===== src/rtl/ctrl_decode_stage.sv =====
// ID/EX control register: decodes the fetched MIPS word into a control bundle and latches it.
// Adds stall/flush handling, a data-memory wait state and a halt-drain sequence.

package cpu_types_pkg;

    localparam logic [5:0] OP_RTYPE = 6'h00;
    localparam logic [5:0] OP_J     = 6'h02;
    localparam logic [5:0] OP_JAL   = 6'h03;
    localparam logic [5:0] OP_BEQ   = 6'h04;
    localparam logic [5:0] OP_BNE   = 6'h05;
    localparam logic [5:0] OP_ADDI  = 6'h08;
    localparam logic [5:0] OP_ADDIU = 6'h09;
    localparam logic [5:0] OP_SLTI  = 6'h0a;
    localparam logic [5:0] OP_SLTIU = 6'h0b;
    localparam logic [5:0] OP_ANDI  = 6'h0c;
    localparam logic [5:0] OP_ORI   = 6'h0d;
    localparam logic [5:0] OP_XORI  = 6'h0e;
    localparam logic [5:0] OP_LUI   = 6'h0f;
    localparam logic [5:0] OP_LW    = 6'h23;
    localparam logic [5:0] OP_SW    = 6'h2b;
    localparam logic [5:0] OP_HALT  = 6'h3f;

    localparam logic [5:0] FN_SLL  = 6'h00;
    localparam logic [5:0] FN_SRL  = 6'h02;
    localparam logic [5:0] FN_SLLV = 6'h04;
    localparam logic [5:0] FN_SRLV = 6'h06;
    localparam logic [5:0] FN_JR   = 6'h08;
    localparam logic [5:0] FN_ADD  = 6'h20;
    localparam logic [5:0] FN_ADDU = 6'h21;
    localparam logic [5:0] FN_SUB  = 6'h22;
    localparam logic [5:0] FN_SUBU = 6'h23;
    localparam logic [5:0] FN_AND  = 6'h24;
    localparam logic [5:0] FN_OR   = 6'h25;
    localparam logic [5:0] FN_XOR  = 6'h26;
    localparam logic [5:0] FN_NOR  = 6'h27;
    localparam logic [5:0] FN_SLT  = 6'h2a;
    localparam logic [5:0] FN_SLTU = 6'h2b;

    typedef enum logic [3:0] {
        ALU_SLL  = 4'd0,
        ALU_SRL  = 4'd1,
        ALU_ADD  = 4'd2,
        ALU_SUB  = 4'd3,
        ALU_AND  = 4'd4,
        ALU_OR   = 4'd5,
        ALU_XOR  = 4'd6,
        ALU_NOR  = 4'd7,
        ALU_SLT  = 4'd8,
        ALU_SLTU = 4'd9
    } aluop_t;

    typedef struct packed {
        logic        valid;
        aluop_t      aluop;
        logic [1:0]  alusrc;
        logic [1:0]  regdest;
        logic [1:0]  pcsrc;
        logic        wen;
        logic        memtoreg;
        logic        dren;
        logic        dwen;
        logic        extop;
        logic        lui;
        logic        beq;
        logic        branch;
        logic        jal;
        logic [4:0]  rs;
        logic [4:0]  rt;
        logic [4:0]  rd;
        logic [4:0]  shamt;
        logic [15:0] immed;
    } ctrl_t;

endpackage

module ctrl_decode_stage
    import cpu_types_pkg::*;
#(
    parameter int WORD_W     = 32,
    parameter int HALT_DRAIN = 3,
    parameter bit MEM_FSM    = 1'b1
) (
    input  logic              CLK,
    input  logic              RST,
    input  logic              instr_valid,
    input  logic [WORD_W-1:0] instruction,
    input  logic              stall,
    input  logic              flush,
    input  logic              dhit,
    output logic              ctl_valid,
    output aluop_t            ALUop,
    output logic [1:0]        ALUsrc,
    output logic [1:0]        RegDest,
    output logic [1:0]        pcsrc,
    output logic              WEN,
    output logic              MemtoReg,
    output logic              dREN,
    output logic              dWEN,
    output logic              extop,
    output logic              LUI,
    output logic              BEQ,
    output logic              branch,
    output logic              jal,
    output logic [4:0]        rs,
    output logic [4:0]        rt,
    output logic [4:0]        rd,
    output logic [4:0]        shamt,
    output logic [15:0]       immed,
    output logic              imemREN,
    output logic              mem_busy,
    output logic              halt
);

    typedef enum logic [1:0] {
        ST_RUN     = 2'd0,
        ST_MEMWAIT = 2'd1,
        ST_DRAIN   = 2'd2,
        ST_HALTED  = 2'd3
    } state_t;

    // Counter holds the DRAIN edges still to pass before the edge that enters HALTED.
    localparam logic [3:0] DRAIN_LOAD = 4'(HALT_DRAIN);

    state_t     state_reg, state_next;
    ctrl_t      ctl_reg, ctl_next;
    ctrl_t      dec;
    logic [3:0] cnt_reg, cnt_next;
    logic       halt_reg, halt_next;
    logic [5:0] op;
    logic [5:0] fn;
    logic       is_halt;

    assign op      = instruction[31:26];
    assign fn      = instruction[5:0];
    assign is_halt = (op == OP_HALT);

    always_comb begin
        dec = '0;
        dec.aluop = ALU_ADD;
        dec.valid = 1'b1;
        case (op)
            OP_RTYPE: begin
                dec.regdest = 2'b01;
                dec.wen     = 1'b1;
                case (fn)
                    FN_SLL:  begin dec.aluop = ALU_SLL; dec.alusrc = 2'b10; end
                    FN_SRL:  begin dec.aluop = ALU_SRL; dec.alusrc = 2'b10; end
                    FN_SLLV: dec.aluop = ALU_SLL;
                    FN_SRLV: dec.aluop = ALU_SRL;
                    FN_JR:   begin dec.wen = 1'b0; dec.pcsrc = 2'b11; end
                    FN_ADD, FN_ADDU: dec.aluop = ALU_ADD;
                    FN_SUB, FN_SUBU: dec.aluop = ALU_SUB;
                    FN_AND:  dec.aluop = ALU_AND;
                    FN_OR:   dec.aluop = ALU_OR;
                    FN_XOR:  dec.aluop = ALU_XOR;
                    FN_NOR:  dec.aluop = ALU_NOR;
                    FN_SLT:  dec.aluop = ALU_SLT;
                    FN_SLTU: dec.aluop = ALU_SLTU;
                    default: dec.valid = 1'b0;
                endcase
            end
            OP_J:   dec.pcsrc = 2'b10;
            OP_JAL: begin
                dec.pcsrc   = 2'b10;
                dec.wen     = 1'b1;
                dec.regdest = 2'b10;
                dec.jal     = 1'b1;
            end
            OP_BEQ, OP_BNE: begin
                dec.aluop  = ALU_SUB;
                dec.pcsrc  = 2'b01;
                dec.extop  = 1'b1;
                dec.branch = 1'b1;
                dec.beq    = (op == OP_BEQ);
            end
            OP_ADDI, OP_ADDIU, OP_SLTI, OP_SLTIU: begin
                dec.alusrc = 2'b01;
                dec.extop  = 1'b1;
                dec.wen    = 1'b1;
                if (op == OP_SLTI)
                    dec.aluop = ALU_SLT;
                else if (op == OP_SLTIU)
                    dec.aluop = ALU_SLTU;
            end
            OP_ANDI, OP_ORI, OP_XORI: begin
                dec.alusrc = 2'b01;
                dec.wen    = 1'b1;
                if (op == OP_ANDI)
                    dec.aluop = ALU_AND;
                else if (op == OP_ORI)
                    dec.aluop = ALU_OR;
                else
                    dec.aluop = ALU_XOR;
            end
            OP_LUI: begin
                dec.alusrc = 2'b01;
                dec.wen    = 1'b1;
                dec.lui    = 1'b1;
            end
            OP_LW: begin
                dec.alusrc   = 2'b01;
                dec.extop    = 1'b1;
                dec.wen      = 1'b1;
                dec.memtoreg = 1'b1;
                dec.dren     = 1'b1;
            end
            OP_SW: begin
                dec.alusrc = 2'b01;
                dec.extop  = 1'b1;
                dec.dwen   = 1'b1;
            end
            default: dec.valid = 1'b0;
        endcase
        // Unknown opcodes and functs (HALT included) collapse to an all-zero bubble.
        if (dec.valid) begin
            dec.rs    = instruction[25:21];
            dec.rt    = instruction[20:16];
            dec.rd    = instruction[15:11];
            dec.shamt = instruction[10:6];
            dec.immed = instruction[15:0];
        end else begin
            dec = '0;
        end
    end

    always_comb begin
        state_next = state_reg;
        ctl_next   = ctl_reg;
        cnt_next   = cnt_reg;
        halt_next  = halt_reg;
        case (state_reg)
            ST_RUN: begin
                if (flush) begin
                    ctl_next = '0;
                end else if (stall) begin
                    ctl_next = ctl_reg;
                end else if (!instr_valid) begin
                    ctl_next = '0;
                end else if (is_halt) begin
                    ctl_next   = '0;
                    cnt_next   = DRAIN_LOAD;
                    state_next = ST_DRAIN;
                end else begin
                    ctl_next = dec;
                    if (MEM_FSM && (dec.dren || dec.dwen))
                        state_next = ST_MEMWAIT;
                end
            end
            ST_MEMWAIT: begin
                if (dhit) begin
                    ctl_next   = '0;
                    state_next = ST_RUN;
                end
            end
            ST_DRAIN: begin
                ctl_next = '0;
                if (cnt_reg == 4'd0) begin
                    state_next = ST_HALTED;
                    halt_next  = 1'b1;
                end else begin
                    cnt_next = cnt_reg - 4'd1;
                end
            end
            default: begin
                ctl_next  = '0;
                halt_next = 1'b1;
            end
        endcase
    end

    always_ff @(posedge CLK or posedge RST) begin
        if (RST) begin
            state_reg <= ST_RUN;
            ctl_reg   <= '0;
            cnt_reg   <= 4'd0;
            halt_reg  <= 1'b0;
        end else begin
            state_reg <= state_next;
            ctl_reg   <= ctl_next;
            cnt_reg   <= cnt_next;
            halt_reg  <= halt_next;
        end
    end

    assign ctl_valid = ctl_reg.valid;
    assign ALUop     = ctl_reg.aluop;
    assign ALUsrc    = ctl_reg.alusrc;
    assign RegDest   = ctl_reg.regdest;
    assign pcsrc     = ctl_reg.pcsrc;
    assign WEN       = ctl_reg.wen;
    assign MemtoReg  = ctl_reg.memtoreg;
    assign dREN      = ctl_reg.dren;
    assign dWEN      = ctl_reg.dwen;
    assign extop     = ctl_reg.extop;
    assign LUI       = ctl_reg.lui;
    assign BEQ       = ctl_reg.beq;
    assign branch    = ctl_reg.branch;
    assign jal       = ctl_reg.jal;
    assign rs        = ctl_reg.rs;
    assign rt        = ctl_reg.rt;
    assign rd        = ctl_reg.rd;
    assign shamt     = ctl_reg.shamt;
    assign immed     = ctl_reg.immed;
    assign halt      = halt_reg;

    // The single memory port is lent to the data side outside RUN.
    assign imemREN   = (state_reg == ST_RUN);
    assign mem_busy  = MEM_FSM && (state_reg == ST_MEMWAIT);

endmodule


===== config.mk =====
export PLATFORM = sky130hd
export DESIGN_NAME = ctrl_decode_stage
export DESIGN_NICKNAME = d
export VERILOG_FILES = /design/src/rtl/ctrl_decode_stage.sv
export SDC_FILE = /design/constraint.sdc
export NUM_CORES = 1
export LEC_CHECK = 0
export CAP_MARGIN = 20
export CORE_MARGIN = 1.5
export CORE_UTILIZATION = 40
export DETAILED_ROUTE_END_ITERATION = 6
export PLACE_DENSITY = 0.73
export SYNTH_ARGS = -nofsm -noshare
export SYNTH_HDL_FRONTEND = slang
export SYNTH_SLANG_ARGS = --single-unit

===== constraint.sdc =====
create_clock -name CLK -period 4.5 [get_ports CLK]
set_clock_uncertainty 0.15 [all_clocks]
set_input_delay 0.9 -clock CLK [delete_from_list [all_inputs] [get_ports CLK]]
set_output_delay 0.9 -clock CLK [all_outputs]
set_load 0.01 [all_outputs]

==> impl_metrics.tcl, run 1 <==
set metrics [dict create \
    ioPinCount 97 \
    worst_slack_ns 1.18 \
    peakVddDrop_mv 0.195 \
    synth_top_area_cell "dfrtp_1" \
    synth.most_common_cell "dfrtp_1" \
    worstHoldStart "halt" \
    layout_min_cycle_time_ns 3.32 \
    antenna_found_initial 0 \
    rsz0062_at_grt "false" \
    yosys_warnings 0 \
    post_cts_resized 0 \
    hold_violations 0 \
    synth.area.mux_share_pct 1.77 \
    holdBufCountCts 0 \
    cts-buffers-inserted 5 \
    dp_hpwl_um 4710 \
    yosysTopAreaCellShare_pct 49.8 \
    hold_end "halt" \
    die_w_um 83.8 \
    grt-ovfl-total 0 \
    yosysSeqAreaShare_pct 49.8 \
    grt_pass1_vias 1981 \
    drt_first_iter_violations 109 \
    grt_max_degree 53 \
    ff2ff_setup_slack_ns 1.77 \
    post-route-util_pct 57.5 \
    cts-root-buf "clkbuf_8" \
    relSlewSlack_pct 37.9 \
    synthXorXnorAreaFrac_pct 0.335 \
    drc 0 \
    port_buffers 96 \
    grt_pass1_wl_um 10200 \
    multi_input_area_mm2 0.00109 \
    clockBufferDepth 2 \
    cts_tree "done" \
    r2r-end "shamt[1]" \
    yosys_register_bits 52 \
    p_int_mw 0.781 \
    netlist_instances 237 \
    firstDrtPassIters 4 \
    switching_share_pct 28.8 \
    worstPathRequired_ns 4.60 \
    synthArstFlopShare_pct 100 \
    hold_class "reg -> reg" \
    syn_avg_cell_area_um2 11.0 \
    p_leak_nw 1.57 \
    seq_area_mm2 0.00130 \
    cts_setup_buffers 0 \
    via_per_inst 5.51 \
    wl_um 6420 \
    fmax_mhz 302 \
    synth_nets 281 \
    fin_tns_setup_ns 0 \
    post-place-cells 382 \
    core_area_mm2 0.00631 \
    fin_worst_hold_slack_ns 0.327 \
    arrival_ns 3.41 \
    ys.flop_type "dfrtp_1" \
    final_cells 391 \
    grt.total_usage_pct 18.5 \
    dp_slack_ns 0.869 \
    via_count 2155 \
    seq_power_share_pct 44.5 \
    status "finished, final reports clean" \
    critical_path_class "in -> reg" \
    yosys.area_share.simple_pct 11.8 \
    switchingPower_mw 0.315 \
    power_per_cell_area_mw_per_mm2 302 \
    setup_viol 0 \
    ys_types 50 \
    diodes 0 \
    synth-edff-count 0 \
    clk_pin_slew_ns 0.10 \
    max-cap-violations 0 \
    area_growth_pct 39.0 \
    drv_slew 0 \
    layout.nets 357 \
    synthAdderAreaFrac_pct 2.87 \
    largest_reg_flops 8 \
    synth_compound_gate_area_share_pct 24.8 \
    ant_nets 0 \
    synth_area_leaders "dfrtp_1 50%, a22o_1 11%, a32o_1 4.2%" \
    globalplace.congestion 0.844 \
    fp.dieH_um 83.8 \
    rows 29 \
    fill_cells 536 \
    clock-sinks 52 \
    timing.rr.start "state_reg[1]" \
    worst_slew_pin_slew_ns 0.931 \
    p_comb_share_pct 24.7 \
    synthTopCellsByCount "52 x dfrtp_1, 33 x a22o_1, 15 x nand2_1" \
    start_kind "input port" \
    holdPathStages 2 \
    crit_start "instruction[29]" \
    cts_htree_levels 2 \
    clock_latency_ns 0.30 \
    syn_area_mm2 0.00261 \
    power.share.clock_pct 30.8 \
    synth_top_family_by_area "compound AO/OA/AOI/OAI gates" \
    start_util_pct 41.4 \
    drive_gt1_share_pct 6.37 \
    fp.dieArea_mm2 0.00702 \
    reg2regPathDepth 8 \
    critPathCaptureType "flip-flop" \
    fin_crit_sh_pct 73.7 \
    critPathMaxFanout 22 \
    wl_per_cell_um 16.4 \
]
## critical path, stage by stage
cell,delay (ns)
clkdlybuf4s50_1,0.66
nor3_4,0.34
and3_1,0.27
o2111ai_1,0.16
nand2_1,0.53
buf_4,0.37
a22o_1,0.18
## cell usage in the layout, fill, tap and decap left out, types with 2 or more instances in the layout
master / count
clkbuf_8: 6
o22ai_1: 3
mux2i_1: 2
a22o_1: 33
nor2_1: 10
and3_1: 2
o2111ai_1: 2
nor3_1: 2
and2_1: 2
nand3_1: 2
o2bb2ai_1: 2
nor2b_1: 6
o21ai_0: 9
a32o_1: 11
a21oi_1: 6
dfrtp_1: 52
clkdlybuf4s50_1: 96
nand2b_1: 6
nor4_1: 2
inv_1: 9
ha_1: 6
nand2_1: 15
## metal layers
layer	track usage, %	vias up	wire, um
li1	-	1020	-
met1	26.4	1044	3030
met2	28.1	84	2890
met3	3.96	7	386
met4	6.11	0	103
met5	0	-	0
## power by group through the flow
stage | logic, mW | registers [mW] | clock network (mW)
after floorplan | 0.175 | 0.497 | 0
after global placement | 0.265 | 0.496 | 0
after detailed placement | 0.271 | 0.496 | 0
after CTS | 0.271 | 0.487 | 0.347
after global routing | 0.296 | 0.489 | 0.370
final | 0.271 | 0.487 | 0.338
## stage by stage
| step | power (mW) | cell area (um^2) |
|---|---|---|
| after floorplan | 0.672 | 2610 |
| after global placement | 0.761 | 3490 |
| after detailed placement | 0.767 | 3490 |
| after CTS | 1.11 | 3610 |
| after global routing | 1.15 | 3630 |
| final | 1.10 | 3630 |
## worst max-delay path by stage
stage / endpoint / cells after the start / slack, ns
detailed placement: shamt[1] / 7 / 0.87
global route: shamt[2] / 7 / 0.99
global placement: extop / 7 / 0.94
CTS: shamt[1] / 7 / 1.20
finish: shamt[1] / 7 / 1.18
floorplan: state_reg[0] / 5 / 2.18
## final cells by class
class / count / share of cell area [%]
Clock inverter: 2 / 1.07
Tap cell: 77 / 2.65
Inverter: 10 / 1.03
Multi-Input combinational cell: 146 / 29.9
Clock buffer: 6 / 2.27
Sequential cell: 52 / 35.8
Timing Repair Buffer: 98 / 27.2
## kinds of logic (layout without fill, tap and decap cells)
| logic type | Yosys count | count (layout) |
|---|---|---|
| simple gates | 54 | 54 |
| fa+ha+maj | 6 | 6 |
| flops | 52 | 52 |
| buf+inv | 39 | 116 |
| compound gates | 81 | 81 |
| mux | 4 | 4 |
| xor+xnor | 1 | 1 |
(Power assumes the default switching activity.)
==> run 2: changes to the inputs <==
--- a/config.mk
+++ b/config.mk
@@ -9,7 +9,7 @@
 export CORE_MARGIN = 1.5
 export CORE_UTILIZATION = 40
 export DETAILED_ROUTE_END_ITERATION = 6
-export PLACE_DENSITY = 0.73
+export PLACE_DENSITY = 0.76
 export SYNTH_ARGS = -nofsm -noshare
 export SYNTH_HDL_FRONTEND = slang
 export SYNTH_SLANG_ARGS = --single-unit
==> constraint.sdc (replaced) <==
create_clock -name CLK -period 2.75 [get_ports CLK]
set_clock_uncertainty 0.15 [all_clocks]
set_input_delay 0.55 -clock CLK [delete_from_list [all_inputs] [get_ports CLK]]
set_output_delay 0.55 -clock CLK [all_outputs]
set_load 0.01 [all_outputs]
==> impl_metrics.tcl, run 2 (synthesis gave the netlist of run 1 again) <==
set metrics [dict create \
    firstDrtPassIters 4 \
    clock-sinks 52 \
    clock_latency_ns 0.31 \
    status "finished, final reports clean" \
    wl_per_cell_um 16.0 \
    drive_gt1_share_pct 9.54 \
    r2r-end "ALUop[2]" \
    critPathCaptureType "output pin" \
    post_cts_resized 0 \
    power.share.clock_pct 26.0 \
    stdcell_area_mm2 0.00369 \
    layout_common_cells "96 x clkdlybuf4s50_1, 52 x dfrtp_1, 33 x a22o_1" \
    relSlewSlack_pct 67.1 \
    rows 29 \
    path_buf_inv 2 \
    ff2ff_setup_slack_ns 0.55 \
    fp.dieH_um 83.8 \
    place_area_mm2 0.00360 \
    seq_power_share_pct 46.5 \
    layout.nets 368 \
    clockBufferDepth 2 \
    fin_tns_setup_ns 0 \
    grt-ovfl-total 0 \
    p_int_mw 1.18 \
    peakVddDrop_mv 0.275 \
    reg2regPathDepth 8 \
    slowest_stage "clkdlybuf4s50_1" \
    antenna_found_initial 0 \
    cts-buffers-inserted 5 \
    setup_viol 0 \
    cts_tree "done" \
    crit_path_end "imemREN" \
    p_leak_nw 1.61 \
    crit_start "state_reg[1]" \
    cts_setup_buffers 0 \
    via_per_inst 5.42 \
    critPathTopFamily "buffers and inverters" \
    grt_pass1_wl_um 10700 \
    holdBufCountCts 0 \
    grt.total_usage_pct 19.1 \
    rsz0062_at_grt "false" \
    drv_slew 0 \
    switchingPower_mw 0.533 \
    cts-root-buf "clkbuf_8" \
    fin_crit_sh_pct 87.6 \
    crit_cells 3 \
    globalplace.congestion 0.862 \
    fill_cells 542 \
    timing.rr.start "state_reg[1]" \
    arrival_ns 1.71 \
    critPathMaxFanout 7 \
    die_w_um 83.8 \
    via_count 2177 \
    area_growth_pct 41.4 \
    drc 0 \
    worst_slew_pin_slew_ns 0.493 \
    max-cap-violations 0 \
    fp.dieArea_mm2 0.00702 \
    power_per_cell_area_mw_per_mm2 464 \
    ioPinCount 97 \
    fin_worst_hold_slack_ns 0.329 \
    ant_nets 0 \
    p_comb_share_pct 27.6 \
    fmax_mhz 415 \
    clk_pin_slew_ns 0.09 \
    layout_min_cycle_time_ns 2.41 \
    cts_htree_levels 2 \
    hold_class "reg -> reg" \
    dp_hpwl_um 4790 \
    worstPathRequired_ns 2.05 \
    slowest_delay_ns 0.58 \
    final_common_cell "clkdlybuf4s50_1" \
    start_util_pct 41.4 \
    grt_max_degree 25 \
    drt_first_iter_violations 114 \
    start_kind "flip-flop" \
    critical_path_class "reg -> out" \
    largest_reg_flops 8 \
    hold_violations 0 \
    diodes 0 \
    wl_um 6430 \
    switching_share_pct 31.1 \
    port_buffers 96 \
    grt_pass1_vias 2108 \
    core_area_mm2 0.00631 \
    worstHoldStart "halt" \
    path_cells "inv_1 > ha_1 > clkdlybuf4s50_1" \
]
-- run 2: cell types whose count changed in the layout (fill, tap and decap cells not counted), sizes merged --
| cell | before | now |
|---|---|---|
| buf | 2 | 13 |
| bufinv | 1 | 0 |
| clkinvlp | 0 | 1 |
| clkbuf | 6 | 5 |
| inv | 10 | 11 |
-- run 2: layer usage --
| metal | part of all wire (%) | wire [um] | up-vias | track usage [%] |
|---|---|---|---|---|
| met1 | 47 | 3010 | 1048 | 27.1 |
| met2 | 47 | 3020 | 83 | 29.7 |
| met3 | 4.8 | 310 | 6 | 3.26 |
| met4 | 1.4 | 87 | 0 | 6.41 |
| li1 | - | - | 1040 | - |
| met5 | 0 | 0 | - | 0 |
-- run 2: layout make-up --
| cell class | count | area, um^2 | area share [%] |
|---|---|---|---|
| sequential | 52 | 1300 | 35.2 |
| multi-input combinational | 146 | 1090 | 29.4 |
| timing repair buffer | 109 | 1080 | 29.3 |
| tap | 77 | 96.3 | 2.61 |
| clock buffer | 5 | 68.8 | 1.86 |
| inverter | 10 | 37.5 | 1.02 |
| clock inverter | 3 | 21.3 | 0.576 |
-- run 2: how the worst min path moves through the flow --
stage | end | slack [ns] | cells past startpoint
2_1_floorplan | cnt_reg[3] | 0.32 | 1
3_3_place_gp | halt | 0.30 | 2
3_5_place_dp | halt | 0.31 | 2
4_1_cts | halt | 0.33 | 2
5_1_grt | halt | 0.36 | 2
6_report | halt | 0.33 | 2
-- run 2: worst min-delay path, delay by kind of cell, from the launching register on --
family	cells	cell delay (ns)
compound gates	1	0.05
flops	1	0.35
buf+inv	1	0.05
-- run 2: per-stage QoR --
step                      total power [mW]  utilization (%)  std cells  setup WS (ns)
after global placement                1.27             57.1        394          0.161
after floorplan                       1.10                -        237          0.764
after CTS                             1.73             58.5        402          0.328
final                                 1.71             58.5        402          0.341
after global routing                  1.81             58.5        402          0.265
after detailed placement              1.28             57.1        394          0.158
-- run 2: power groups by stage --
stage          Sequential, mW  Combinational, mW  Clock, mW
5_1_grt                 0.800              0.514      0.492
4_1_cts                 0.797              0.472      0.460
3_3_place_gp            0.812              0.463          0
2_1_floorplan           0.813              0.287          0
6_report                0.797              0.473      0.445
3_5_place_dp            0.812              0.470          0
==> run 3: changes to the inputs <==
--- a/config.mk
+++ b/config.mk
@@ -9,7 +9,9 @@
 export CORE_MARGIN = 1.5
 export CORE_UTILIZATION = 40
 export DETAILED_ROUTE_END_ITERATION = 6
+export GPL_TIMING_DRIVEN = 0
 export PLACE_DENSITY = 0.76
+export RECOVER_POWER = 25
 export SYNTH_ARGS = -nofsm -noshare
 export SYNTH_HDL_FRONTEND = slang
 export SYNTH_SLANG_ARGS = --single-unit
==> impl_metrics.tcl, run 3 (synthesis gave the netlist of run 1 again) <==
set metrics [dict create \
    status "finished, final reports clean" \
    start_kind "flip-flop" \
    fill_cells 560 \
    holdBufCountCts 0 \
    multi_input_area_mm2 0.00109 \
    layout_common_cells "89 x clkdlybuf4s50_1, 52 x dfrtp_1, 33 x a22o_1" \
    ioPinCount 97 \
    dp_hpwl_um 5050 \
    die_w_um 83.8 \
    cts_tree "done" \
    cts-buffers-inserted 5 \
    rsz0062_at_grt "false" \
    post_cts_resized 0 \
    drive_gt1_share_pct 10.7 \
    via_count 2246 \
    max-cap-violations 0 \
    diodes 0 \
    relSlewSlack_pct 34.4 \
    slowest_delay_ns 0.59 \
    fin_crit_sh_pct 87.8 \
    critPathCaptureType "output pin" \
    drv_slew 0 \
    grt_max_degree 28 \
    drt_first_iter_violations 109 \
    p_leak_nw 1.64 \
    critical_path_class "reg -> out" \
    grt.total_usage_pct 20.0 \
    wl_um 6700 \
    hold_class "reg -> reg" \
    place_area_mm2 0.00363 \
    core_area_mm2 0.00631 \
    clockBufferDepth 2 \
    fp.dieArea_mm2 0.00702 \
    grt_pass1_wl_um 11200 \
    grt-ovfl-total 0 \
    clk_pin_slew_ns 0.09 \
    cts_setup_buffers 0 \
    layout.nets 379 \
    post-route-util_pct 58.7 \
    fp.dieH_um 83.8 \
    rows 29 \
    setup_viol 0 \
    port_buffers 90 \
    ant_nets 0 \
    slowest_stage "clkdlybuf4s50_1" \
    arrival_ns 1.71 \
    antenna_found_initial 0 \
    layout_min_cycle_time_ns 2.41 \
    final_common_cell "clkdlybuf4s50_1" \
    largest_reg_flops 8 \
    globalplace.congestion 0.872 \
    critPathMaxFanout 7 \
    cts_htree_levels 2 \
    cts-root-buf "clkbuf_8" \
    seq_area_mm2 0.00130 \
    stdcell_area_mm2 0.00371 \
    clock_latency_ns 0.31 \
    drc 0 \
    path_cells "inv_1 > ha_1 > clkdlybuf4s50_1" \
    peakVddDrop_mv 0.236 \
    firstDrtPassIters 4 \
    path_buf_inv 2 \
    critPathTopFamily "buffers and inverters" \
    clock-sinks 52 \
    worst_slew_pin_slew_ns 0.982 \
    via_per_inst 5.44 \
    grt_pass1_vias 2267 \
    wl_per_cell_um 16.2 \
    fmax_mhz 414 \
    start_util_pct 41.4 \
    hold_violations 0 \
    worstPathRequired_ns 2.05 \
    area_growth_pct 42.0 \
    power_per_cell_area_mw_per_mm2 463 \
]
run 3: cell type report:
class / count / area share, %
plain buffers: 29 / 5.06
clock inverters: 1 / 0.202
well taps: 77 / 2.60
clock buffers: 7 / 2.33
repair buffers: 91 / 24.4
inverters: 10 / 1.01
flip-flops and latches: 52 / 35.1
multi-input cells: 146 / 29.3
run 3: per-stage QoR:
step           total power [mW]  instances  setup slack, ns  setup TNS, ns  hold slack [ns]
6_report                   1.72        413            0.336              0            0.329
5_1_grt                    1.81        413            0.140              0            0.364
4_1_cts                    1.74        413            0.319              0            0.334
3_5_place_dp               1.29        405           0.0614              0            0.311
3_3_place_gp               1.28        404           -0.218         -11.23            0.299
2_1_floorplan              1.10        237            0.764              0            0.320
run 3: tightest hold or removal path, delay by kind of cell (launching register included):
family,cells,cell delay [ns]
DFF,1,0.36
AOI/OAI and AO/OA,1,0.05
buffers and inverters,1,0.04
run 3: layer usage:
layer | global-route usage (%) | routed length (um) | vias to the layer above
li1 | - | - | 1067
met5 | 0 | 0 | -
met2 | 33.6 | 3190 | 80
met4 | 5.37 | 72 | 0
met1 | 26.4 | 3090 | 1093
met3 | 4.15 | 349 | 6
run 3: where the power goes:
part | internal [mW] | switching (mW) | total (mW)
Sequential | 0.782 | 0.0147 | 0.797
Combinational | 0.208 | 0.263 | 0.471
Clock | 0.205 | 0.244 | 0.448
run 3: worst paths after layout:
kind,from,to,cells after the start,slack (ns)
max in group asynchronous,RST,RegDest[1],3,0.47
worst min register to register,halt,halt,2,0.33
worst max register to register,state_reg[1],dWEN,7,0.44
worst min-delay path,halt,halt,2,0.33
worst max-delay path,state_reg[1],imemREN,3,0.34
min in group asynchronous,RST,immed[15],2,0.76
==> RTL change 1: new RTL, settings of run 3 <==
Set the parameter `MEM_FSM` to 1'b0 (it was 1'b1).
--- a/src/rtl/ctrl_decode_stage.sv
+++ b/src/rtl/ctrl_decode_stage.sv
@@ -78,7 +78,7 @@
 #(
     parameter int WORD_W     = 32,
     parameter int HALT_DRAIN = 3,
-    parameter bit MEM_FSM    = 1'b1
+    parameter bit MEM_FSM    = 1'b0
 ) (
     input  logic              CLK,
     input  logic              RST,
Formal check against the unedited RTL: not equivalent (a bounded check fails within 4 cycles, from zero or initial values and one cycle with RST high).
==> RTL change 1 against run 3 <==
Die area down 5.2%; design area down 2.7%; wire length down 7.7%; worst setup slack worse by 0.17 ns; count of clock-buffer cells in the layout down 1; synthesized area down 5.4%; global-route usage down 1.3 points; via count down 4.9%; sequential cell count unchanged.
Power is not compared: it rests on default switching activity, and its combinational part moved more than twofold at a synthesized area within 25%.
==> RTL change 1: results <==
{
  "wl_met1_mm": 2.79,
  "first_global_vias": 1977,
  "worst_pin_slew_ns": 1.00,
  "top_layer": "met4",
  "max_stage_delay_ns": 0.57,
  "pre_cts_ws_ns": -0.134,
  "synth_area_leaders": "dfrtp_1 53%, a22o_1 11%, buf_4 3.6%, a32o_1 3.2%, nand2_1 2.7%",
  "cts_made_buffers": 5,
  "wl_met3_um": 498,
  "root_buffer": "clkbuf_8",
  "met2_length_mm": 2.85,
  "critPathArrivalTime_ns": 2.68,
  "yosysWarnings": 0,
  "antenna_cells_inserted": 0,
  "htree_num_levels": 2,
  "syn_nets": 268,
  "synth_cells": 228,
  "grt_pass1_wl_mm": 9.49,
  "vias_per_cell": 5.30,
  "placed_area_sq_mm": 0.00350,
  "largest_reg_flops": 7,
  "grt_util_all_layers_pct": 18.7,
  "async_flop_share_pct": 100,
  "post_cts_buffers": 0,
  "ir_drop_mv": 0.209,
  "synth_cell_type_count": 41,
  "drtIter0Drc": 84,
  "cpMaxStageDelayCell": "or4_4",
  "p_leak_nw": 1.59,
  "wl_per_cell_um": 15.3,
  "hpwl_mm": 4.67,
  "yosysSeqAreaShare_pct": 52.7,
  "antenna_found_initial": 0,
  "placed_cells": 395,
  "io_buffers": 91,
  "layout-drive-gt1-share_pct": 10.4,
  "nets": 367,
  "cts_buffer_depth": 2,
  "first_pass_iters": 4,
  "fill_cells": 500,
  "synth_common_cells": "52 x dfrtp_1, 31 x a22o_1, 18 x nand2_1",
  "crit_fanout": 10,
  "outcome": "complete, no violations",
  "gp_congestion": 0.885,
  "vias": 2137
}
[RTL change 1: worst max-delay path, delay by kind of cell]
family                 cells  cell delay (ns)
buffers and inverters      3             0.82
AND/OR/NAND/NOR            2             0.75
AO/OA/AOI/OAI              3             0.55
[RTL change 1: layout make-up]
class                           instances  area [sq um]  share of cell area (%)
Sequential cell                        52          1300                    36.1
Multi-Input combinational cell        140           965                    26.7
Timing Repair Buffer                   92           916                    25.4
Buffer                                 29           185                    5.13
Tap cell                               75          93.8                    2.60
Clock buffer                            6          82.6                    2.29
Clock inverter                          2          38.8                    1.07
Inverter                                7          26.3                   0.728
[RTL change 1: what timing repair did]
item	CTS	global route
gates resized for setup	0	1
endpoints found under the setup margin	0	2
hold buffers	0	0
[RTL change 1: logic make-up (layout without fill, tap and decap cells)]
| logic type | Yosys count | in the layout | synth area share, % |
|---|---|---|---|
| AO/OA/AOI/OAI | 73 | 73 | 23.0 |
| AND/OR/NAND/NOR | 59 | 59 | 12.6 |
| flip-flops | 52 | 52 | 52.7 |
| buffers and inverters | 36 | 136 | 8.56 |
| multiplexers | 3 | 3 | 1.32 |
| adder cells (fa/ha/maj) | 2 | 2 | 1.01 |
| XOR/XNOR | 2 | 2 | 0.709 |
| other | 1 | 1 | 0.152 |
[RTL change 1: metal layers]
layer | up-vias | global-route usage, %
met3 | 7 | 4.67
met5 | - | 0
met4 | 0 | 4.07
met2 | 84 | 30.3
li1 | 1021 | -
met1 | 1025 | 25.3
[RTL change 1: final timing paths]
path / start / slack (ns) / to / cells after the start
max: instruction[28] / 0.17 / immed[4] / 8
min: halt / 0.33 / halt / 1
max reg2reg: state_reg[0] / 0.62 / BEQ / 5
min reg2reg: halt / 0.33 / halt / 1
max in group asynchronous: RST / 0.48 / RegDest[0] / 3
min in group asynchronous: RST / 0.76 / rd[0] / 2
[RTL change 1: power by group through the flow]
stage,registers (mW),logic [mW],clock network (mW)
after CTS,0.822,0.240,0.563
after global routing,0.826,0.263,0.591
after global placement,0.836,0.228,0
final,0.821,0.234,0.551
after detailed placement,0.837,0.239,0
after floorplan,0.835,0.124,0
==> RTL change 2: new RTL, settings of run 3 <==
Without the edit above. Re-encode `state_t` (4 states) as one-hot, 4 bits wide.
--- a/src/rtl/ctrl_decode_stage.sv
+++ b/src/rtl/ctrl_decode_stage.sv
@@ -111,11 +111,11 @@
     output logic              halt
 );
 
-    typedef enum logic [1:0] {
-        ST_RUN     = 2'd0,
-        ST_MEMWAIT = 2'd1,
-        ST_DRAIN   = 2'd2,
-        ST_HALTED  = 2'd3
+    typedef enum logic [3:0] {
+        ST_RUN     = 4'b0001,
+        ST_MEMWAIT = 4'b0010,
+        ST_DRAIN   = 4'b0100,
+        ST_HALTED  = 4'b1000
     } state_t;
 
     // Counter holds the DRAIN edges still to pass before the edge that enters HALTED.
Behaviour: no difference found for any inputs over 4 cycles, from zero or initial values and one cycle with RST high; so few cycles prove little.
==> RTL change 2 against run 3 <==
The flow now finishes with violations (design-rule violations); worst setup slack got worse by 0.14 ns; cell count increased by 8.0%; design area increased by 2.6%; synthesized area increased by 2.3%; critical path depth increased by 4; sequential cell count increased by 2; wire length increased by 3.2%; non-clock buffer count increased by 3; synthesized cell count increased by 12%; highest routed layer unchanged.
Power is not compared: it rests on default switching activity, and its combinational part moved more than twofold at a synthesized area within 25%.
==> RTL change 2: results <==
{
  "synth_area_leaders": "dfrtp_1 50%, a22o_1 9.8%, o21ai_0 4.7%, nand2_1 3.5%, buf_4 3.1%",
  "synth_area_per_cell_sq_um": 10.1,
  "drtIter0Drc": 151,
  "grtUsageMet3_pct": 3.44,
  "worst_pin_slew_ns": 0.993,
  "placed_cells": 438,
  "post-route-util_pct": 59.3,
  "violations": "design-rule violations",
  "crit_family": "simple AND/OR/NAND/NOR gates",
  "met2_usage_pct": 33.2,
  "min-delay-start": "ctl_valid",
  "outcome": "complete, but fails checks",
  "max_stage_delay_ns": 0.52,
  "wl_per_cell_um": 15.5,
  "vias_per_cell": 5.45,
  "first_global_vias": 2345,
  "yosysSeqAreaShare_pct": 50.6,
  "synth_cell_type_count": 46,
  "drc": 13,
  "use_met1_pct": 28.6,
  "synth-compound-area-share_pct": 23.2,
  "io_buffers": 94,
  "r2r_start": "cnt_reg[0]",
  "fin_cells": 446,
  "layout-drive-gt1-share_pct": 9.76,
  "synth-xor-area-share_pct": 0
}
[RTL change 2: worst paths after layout]
| kind | end | slack [ns] | cells after the start |
|---|---|---|---|
| max | ALUop[0] | 0.19 | 7 |
| min reg2reg | ctl_valid | 0.33 | 2 |
| max reg2reg | state_reg[1] | 0.39 | 7 |
| min | ctl_valid | 0.33 | 2 |
| max in group asynchronous | pcsrc[0] | 0.47 | 3 |
| min in group asynchronous | immed[15] | 0.76 | 2 |
[RTL change 2: layout make-up]
type / count / area share (%)
Tap cell: 77 / 2.53
Inverter: 8 / 0.789
Sequential cell: 54 / 35.5
Multi-Input combinational cell: 176 / 29.9
Timing Repair Buffer: 95 / 24.9
Buffer: 28 / 4.04
Clock buffer: 5 / 1.81
Clock inverter: 3 / 0.559
[RTL change 2: cell families (layout without fill, tap and decap cells)]
group,Yosys count,in the layout
AND/OR/NAND/NOR,87,87
AO/OA/AOI/OAI,84,84
flip-flops,54,54
buffers and inverters,36,139
multiplexers,3,3
adder cells (fa/ha/maj),2,2
